[src/rtl/alu_exec_seq.sv]
// Execute-stage ALU with valid/ready handshakes: logic/arith ops finish in one
// cycle, shifts iterate one bit per cycle through a small shift register.
module alu_exec_seq #(
   parameter int N_BITS       = 32,
   parameter int N_BITS_CTRL  = 5,
   parameter int N_BITS_SHAMT = 5
) (
   input  logic                    i_clk,
   input  logic                    i_reset,
   input  logic                    i_valid,
   output logic                    o_ready,
   input  logic [N_BITS_CTRL-1:0]  i_alu_ctrl,
   input  logic [N_BITS-1:0]       i_dato_a,
   input  logic [N_BITS-1:0]       i_dato_b,
   input  logic [N_BITS_SHAMT-1:0] i_shamt,
   output logic                    o_valid,
   input  logic                    i_ready,
   output logic [N_BITS-1:0]       o_resultado,
   output logic                    o_zero,
   output logic                    o_overflow,
   output logic                    o_invalid
);

   typedef enum logic [1:0] {IDLE, SHIFT, DONE} state_t;
   typedef enum logic [1:0] {SH_LL, SH_RL, SH_RA} shift_t;

   state_t                  state, state_next;
   shift_t                  sh_kind, dec_kind;
   logic [N_BITS-1:0]       sreg, sreg_step;
   logic [N_BITS_SHAMT-1:0] cnt, dec_amt;
   logic [N_BITS-1:0]       sum, diff, alu_res;
   logic                    alu_ovf, alu_inv, is_shift;

   assign sum  = i_dato_a + i_dato_b;
   assign diff = i_dato_a - i_dato_b;

   // NOTE: every variable gets a default before the case, so no latch is inferred.
   always_comb begin
      alu_res  = '0;
      alu_ovf  = 1'b0;
      alu_inv  = 1'b0;
      is_shift = 1'b0;
      dec_kind = SH_LL;
      dec_amt  = i_shamt;
      case (i_alu_ctrl)
         5'b00000: alu_res = i_dato_a & i_dato_b;
         5'b00001: alu_res = i_dato_a | i_dato_b;
         5'b00010: begin
            alu_res = sum;
            alu_ovf = (i_dato_a[N_BITS-1] == i_dato_b[N_BITS-1]) &&
                      (sum[N_BITS-1] != i_dato_a[N_BITS-1]);
         end
         5'b00011: alu_res = sum;
         5'b00100: alu_res = ~(i_dato_a | i_dato_b);
         5'b00101: alu_res = i_dato_a ^ i_dato_b;
         5'b00111: begin
            alu_res = diff;
            alu_ovf = (i_dato_a[N_BITS-1] != i_dato_b[N_BITS-1]) &&
                      (diff[N_BITS-1] != i_dato_a[N_BITS-1]);
         end
         5'b01000: alu_res = diff;
         5'b01001: alu_res = {{(N_BITS-1){1'b0}}, $signed(i_dato_a) < $signed(i_dato_b)};
         5'b01100: alu_res = {i_dato_b[15:0], {(N_BITS-16){1'b0}}};
         5'b01101, 5'b01110, 5'b01111, 5'b10000: alu_res = sum;
         5'b00110: is_shift = 1'b1;
         5'b01010: begin is_shift = 1'b1; dec_kind = SH_RL; end
         5'b01011: begin is_shift = 1'b1; dec_kind = SH_RA; end
         // Variable shifts take the amount from the low bits of operand A.
         5'b10010: begin is_shift = 1'b1; dec_amt = i_dato_a[N_BITS_SHAMT-1:0]; end
         5'b10011: begin is_shift = 1'b1; dec_kind = SH_RL; dec_amt = i_dato_a[N_BITS_SHAMT-1:0]; end
         5'b10001: begin is_shift = 1'b1; dec_kind = SH_RA; dec_amt = i_dato_a[N_BITS_SHAMT-1:0]; end
         default:  alu_inv = 1'b1;
      endcase
   end

   always_comb begin
      case (sh_kind)
         SH_LL:   sreg_step = {sreg[N_BITS-2:0], 1'b0};
         SH_RL:   sreg_step = {1'b0, sreg[N_BITS-1:1]};
         default: sreg_step = {sreg[N_BITS-1], sreg[N_BITS-1:1]};
      endcase
   end

   // NOTE: sequential state uses non-blocking assignments only.
   always_ff @(posedge i_clk or posedge i_reset) begin
      if (i_reset) state <= IDLE;
      else         state <= state_next;
   end

   always_comb begin
      state_next = state;
      o_ready    = 1'b0;
      o_valid    = 1'b0;
      case (state)
         IDLE: begin
            o_ready = 1'b1;
            if (i_valid) state_next = (is_shift && dec_amt != '0) ? SHIFT : DONE;
         end
         SHIFT: if (cnt == N_BITS_SHAMT'(1)) state_next = DONE;
         DONE: begin
            o_valid = 1'b1;
            if (i_ready) state_next = IDLE;
         end
         default: state_next = IDLE;
      endcase
   end

   // Result and flags only move on accept or shift completion, so they hold through DONE.
   always_ff @(posedge i_clk or posedge i_reset) begin
      if (i_reset) begin
         sreg        <= '0;
         cnt         <= '0;
         sh_kind     <= SH_LL;
         o_resultado <= '0;
         o_zero      <= 1'b0;
         o_overflow  <= 1'b0;
         o_invalid   <= 1'b0;
      end else begin
         case (state)
            IDLE: if (i_valid) begin
               if (is_shift) begin
                  sreg    <= i_dato_b;
                  cnt     <= dec_amt;
                  sh_kind <= dec_kind;
                  if (dec_amt == '0) begin
                     o_resultado <= i_dato_b;
                     o_zero      <= (i_dato_b == '0);
                     o_overflow  <= 1'b0;
                     o_invalid   <= 1'b0;
                  end
               end else begin
                  o_resultado <= alu_res;
                  o_zero      <= (alu_res == '0);
                  o_overflow  <= alu_ovf;
                  o_invalid   <= alu_inv;
               end
            end
            SHIFT: begin
               sreg <= sreg_step;
               cnt  <= cnt - 1'b1;
               if (cnt == N_BITS_SHAMT'(1)) begin
                  o_resultado <= sreg_step;
                  o_zero      <= (sreg_step == '0);
                  o_overflow  <= 1'b0;
                  o_invalid   <= 1'b0;
               end
            end
            default: ;
         endcase
      end
   end

endmodule

[config.mk]
export PLATFORM = sky130hd
export DESIGN_NAME = alu_exec_seq
export DESIGN_NICKNAME = d
export VERILOG_FILES = /design/src/rtl/alu_exec_seq.sv
export SDC_FILE = /design/constraint.sdc
export NUM_CORES = 1
export LEC_CHECK = 0
export ABC_AREA = 1
export CORE_ASPECT_RATIO = 1.4
export CORE_MARGIN = 8
export CORE_UTILIZATION = 60
export DETAILED_ROUTE_END_ITERATION = 12
export DONT_BUFFER_PORTS = 1
export PLACE_DENSITY_LB_ADDON = 0.2
export SYNTH_ARGS = -nofsm -noshare
export SYNTH_HDL_FRONTEND = slang
export SYNTH_SLANG_ARGS = --single-unit
[constraint.sdc]
create_clock -name i_clk -period 2.44 [get_ports i_clk]
set_input_delay 0.488 -clock i_clk [delete_from_list [all_inputs] [get_ports i_clk]]
set_output_delay 0.488 -clock i_clk [all_outputs]
set_load 0.01 [all_outputs]
==> results of run 1 <==
cell usage after synthesis (7+ instances only):
master	instances	share of area, %
a211oi_2	9	0.98
a21oi_1	56	2.4
a31oi_1	32	1.7
buf_2	28	1.2
buf_4	20	1.3
buf_6	7	0.69
clkbuf_1	20	0.66
dfrtp_1	76	17
ha_1	98	11
inv_1	308	10
inv_2	15	0.49
nand2_1	573	19
nand3_1	176	7.7
nand4_1	28	1.5
nor2_1	238	7.8
nor2_2	11	0.60
nor3_1	18	0.79
nor4_1	8	0.44
o211ai_1	9	0.59
o21ai_0	118	5.2
o21ai_1	8	0.35
o21bai_1	7	0.46
o221ai_1	25	1.9
o22ai_1	25	1.4
or2_2	17	0.93
routing by layer:
metal	overflow	track usage (%)
met5	0	17.7
met4	4	67.1
met3	0	46.8
met2	8	85.0
met1	0	61.1
per-stage QoR:
step           area [sq um]  hold slack [ns]  utilization [%]  setup TNS (ns)
3_5_place_dp          14200            0.445             75.0          -10.67
3_3_place_gp          14200            0.436             75.0           -8.50
4_1_cts               15300           0.0886             80.4         -0.0707
2_1_floorplan         11500            0.460                -               0
repair_timing:
action | 4_1_cts
resized for setup | 153
setup endpoints to repair | 17
setup buffers | 14
pin swaps | 30
logic make-up after synthesis:
family	Yosys count	share of synthesized area [%]
and+or+nand+nor	1094	40.6
xor gates and xnor gates	3	0.230
DFF	76	16.6
AOI/OAI and AO/OA	309	16.6
adders and majority gates	100	11.1
buffers and inverters	405	14.9
==> Implementation_results.wiki, run 1 <==
{| class="wikitable"
! Metric !! Value
|-
| Run status || stopped before the end
|-
| Fail Step || global routing (5_1_grt)
|-
| Log Error || [ERROR GRT-0232] Routing congestion too high. Check the congestion heatmap in the GUI.
|-
| Port buffer count || 0
|-
| Post-synthesis sequential area ratio || 16.6%
|-
| GRT overflow || 12
|-
| Routability-driven placement congestion ratio || 1.15
|-
| Kind of endpoint with the least setup slack || sequential cell input
|-
| Predominant post-synthesis flop cell || dfrtp_1
|-
| Number of warnings issued by yosys || 0
|-
| Root Buffer || clkbuf_16
|-
| Flip-flop and latch count after synthesis || 76
|-
| Post-synthesis cell count || 1987
|-
| Post-CTS Hold Buffers || 0
|-
| Floorplan row count || 60
|-
| Async set-or-reset flop fraction in the synthesized netlist || 100%
|-
| Number of buffers added by the clock tree synthesis step || 9
|-
| Number of top-level pins || 115
|-
| Worst-case clock buffer depth || 2
|-
| Last reported worst endpoint of the global-route repair pass || o_zero$_DFFE_PP0P_/D
|-
| Placed cells || 2523
|-
| Die Height || 179 um
|-
| Post-Syn Nets || 2165
|-
| Gr usage total || 64.3%
|-
| Largest net degree at the start of global routing || 47
|-
| Pre-CTS WS || -0.797 ns
|-
| Cell area after synthesis || 11400 sq um
|-
| Synth cell types || 56
|-
| Count of clock tree sinks || 76
|-
| Number of synthesized flops with an enable pin || 0
|-
| Chip Width || 133 um
|-
| Deepest level of the CTS H-tree || 3
|-
| Post-synthesis average cell area || 5.76 sq um
|-
| Initial core utilization || 60.2%
|-
| Detailed-placement wirelength estimate || 42600 um
|}
==> inputs of run 2 (changes only) <==
- CORE_ASPECT_RATIO: 1.4 -> default
- CORE_UTILIZATION: 60 -> 40
- PLACE_DENSITY_LB_ADDON: 0.2 -> 0.15
- clock period: 2.44 -> 3.17 ns (I/O delays scaled with it)
==> run 2 against run 1 <==
Effect of this change: the flow now finishes without violations; synthesized cell count unchanged; synthesized area is the same.
==> Implementation_results.wiki, run 2 <==
{| class="wikitable"
! Metric !! Value
|-
| Post-synthesis cell count || 1987
|-
| Critical Path Sink Type || flop
|-
| Wirelength per Cell || 21.0 um
|-
| Most common cell type on the critical path || nand2_1
|-
| Count of vias placed by the detailed router || 14100
|-
| Clock latency of the later-clocked register in the worst-skew pair || 0.34 ns
|-
| Final std cells w/o fill || 2629
|-
| Most used cells in the layout excluding fill and tap cells || nand2_1, buf_4, inv_1, nor2_1, nand3_1
|-
| Family with the most delay on the worst path || simple AND/OR/NAND/NOR gates
|-
| Maximum clock frequency || 0.333 GHz
|-
| Post-layout nets || 2418
|-
| Path type of the worst setup path || in -> reg
|-
| Critical Path, Cell by Cell || inv_1 > ha_1 > nand2_1 > inv_1 > nand2_1 > buf_4 > nor3_1 > a21oi_1 > nand2_1 > nand2_1 > nand3_1 > nand2_1 > nor2_1 > nand3_1 > nor2_1 > nand3_1 > nand2_1 > nand2_1 > a21oi_1
|-
| Deepest level of the CTS H-tree || 3
|-
| Detail Route met2 WL || 24700 um
|-
| Number of remaining DRC errors || 0
|-
| Total power || 6780 uW
|-
| Commonest non-fill, non-tap cell in the layout || nand2_1
|-
| Transition at the pin with the smallest max-transition slack || 1.10 ns
|-
| CP max stage cell || ha_1
|-
| Vias in the first global route || 13500
|-
| Critical path's largest stage delay || 0.53 ns
|-
| Clock slew at the register clock pins of the worst setup and hold paths || 0.06 ns
|-
| DR iter-0 viols || 1271
|-
| Floorplan core area || 28500 sq um
|-
| Most frequent cells after synthesis || nand2_1, inv_1, nor2_1, nand3_1, o21ai_0
|-
| Largest net degree at the start of global routing || 77
|-
| Placed cells || 2612
|-
| GRT overflow || 0
|-
| Setup repair after global routing missed its margin || false
|-
| Count of fill cells added during filler insertion || 3115
|-
| Number of buffers added by the clock tree synthesis step || 9
|-
| Top layer in use || met5
|-
| Tightest hold margin || 0.257 ns
|-
| Critical path arrival || 3.27 ns
|-
| Post-DR vias/cell || 5.37
|-
| Worst-case clock buffer depth || 2
|-
| Ant. Diodes || 0
|-
| Bufs and invs on worst path || 3
|-
| Post-synthesis average cell area || 5.76 sq um
|-
| Final max-slew violation count || 0
|-
| Detailed-router iteration count before antenna repair || 8
|-
| Most area-hungry cell type in the Yosys netlist || nand2_1
|-
| Type of origin of the critical path || input port
|-
| Met1 WL || 23700 um
|-
| Die Height || 185 um
|-
| Leakage power total || 0.00776 uW
|-
| Count of clock tree sinks || 76
|-
| Max-cap check violation count || 0
|-
| Cell area after synthesis || 11400 sq um
|-
| Floorplan row count || 62
|-
| Endpoints failing setup || 0
|-
| Maximum resistive drop on vdd || 0.000454 V
|-
| TritonCTS clock tree || built
|-
| Predominant post-synthesis flop cell || dfrtp_1
|-
| Highest fanout seen on the critical path || 6
|-
| Cell with the most instances after synthesis || nand2_1
|-
| Required @ worst endpoint || 3.44 ns
|-
| Gr usage total || 31.9%
|-
| Hold Path Class || in -> async
|-
| Layout cell share with drive strength beyond 1 || 19.0%
|-
| Final worst clock skew || 0.00890 ns
|-
| Initial core utilization || 40.2%
|-
| Async set-or-reset flop fraction in the synthesized netlist || 100%
|-
| Flip-flop and latch count after synthesis || 76
|-
| Cell types with the largest area share after synthesis || nand2_1, dfrtp_1, ha_1
|-
| Post-synthesis sequential area ratio || 16.6%
|-
| Portion of synthesized cell area occupied by the leading cell type || 18.8%
|-
| Synth cell types || 56
|-
| Residual antenna-violating net count after detailed routing || 0
|-
| Wire length of the first global-routing pass || 82500 um
|-
| Root Buffer || clkbuf_16
|-
| Relative slew slack || 26.7%
|-
| Final min period || 3.00 ns
|-
| Registers with the most flip-flops || o_resultado (32), sreg (32), cnt (5)
|-
| Power density over the cells || 473 nW/um^2
|-
| Number of warnings issued by yosys || 0
|-
| Final number of hold-violating endpoints || 0
|-
| Number of top-level pins || 115
|-
| Met3 wire length || 4200 um
|-
| Number of synthesized flops with an enable pin || 0
|-
| Run status || finished clean
|-
| Port buffer count || 0
|-
| Final wirelength || 55100 um
|-
| Die area || 34300 sq um
|-
| Post-Syn Nets || 2165
|-
| Area Growth Syn to Fin || 25.2%
|-
| Final worst path period share || 94.7%
|-
| Chip Width || 185 um
|-
| Detailed-placement wirelength estimate || 46500 um
|-
| Initial antenna violation count || 2
|-
| Routability-driven placement congestion ratio || 1.03
|}
run 2: cell type report:
type	instances	area, sq um	share of cell area, %
inverter	326	1230	8.58
timing repair buffer	321	2520	17.6
clock buffer	10	229	1.60
clock inverter	6	65.1	0.454
multi-input combinational	1506	7900	55.1
tap	384	480	3.35
sequential	76	1900	13.3
run 2: per-stage QoR:
stage | area [sq um] | TNS (ns) | utilization [%] | worst slack, ns
2_1_floorplan | 11400 | 0 | - | 0.515
3_3_place_gp | 14000 | -1.30 | 49.0 | -0.364
3_5_place_dp | 14000 | -1.03 | 49.0 | -0.311
4_1_cts | 14300 | 0 | 50.1 | 0.0115
5_1_grt | 14300 | 0 | 50.3 | 0.00836
6_report | 14300 | 0 | 50.3 | 0.168
run 2: worst paths after layout:
| path | from | cells past startpoint | slack (ns) | to |
|---|---|---|---|---|
| min reg2reg | o_overflow$_DFFE_PP0P_ | 2 | 0.55 | o_overflow$_DFFE_PP0P_ |
| min | i_reset | 2 | 0.26 | o_resultado[23]$_DFFE_PP0P_ |
| min in group i_clk | i_ready | 1 | 0.38 | state[1]$_DFFE_PP0P_ |
| max in group asynchronous | i_reset | 2 | 2.58 | cnt[2]$_DFFE_PP0P_ |
| max | i_dato_b[25] | 19 | 0.17 | o_zero$_DFFE_PP0P_ |
| max reg2reg | sh_kind[1]$_DFFE_PP0P_ | 8 | 0.59 | o_zero$_DFFE_PP0P_ |
run 2: cell families (layout without fill, tap and decap cells):
| kind of cell | Yosys count | in the layout | synth area share [%] |
|---|---|---|---|
| AOI/OAI and AO/OA | 309 | 309 | 16.6 |
| xor gates and xnor gates | 3 | 3 | 0.230 |
| adders and majority gates | 100 | 100 | 11.1 |
| buffers and inverters | 405 | 663 | 14.9 |
| DFF | 76 | 76 | 16.6 |
| and+or+nand+nor | 1094 | 1094 | 40.6 |
run 2: power by group:
| part | switching [uW] | internal (uW) |
|---|---|---|
| combinational | 2370 | 1480 |
| clock | 419 | 610 |
| sequential | 442 | 1450 |
| total | 3230 | 3540 |
run 2: timing repair:
action,in CTS,in global routing
endpoints found under the setup margin,0,5
gates resized for setup,0,15
buffers inserted,0,1
hold buffers,0,0
run 2: per-layer routing:
metal  up-vias  track usage [%]
met1      6583             41.5
met5         -                0
met2       549             51.7
met4         4             13.0
li1       6890                -
met3       102             5.36
Note: power is estimated with default switching activity, not from simulation.
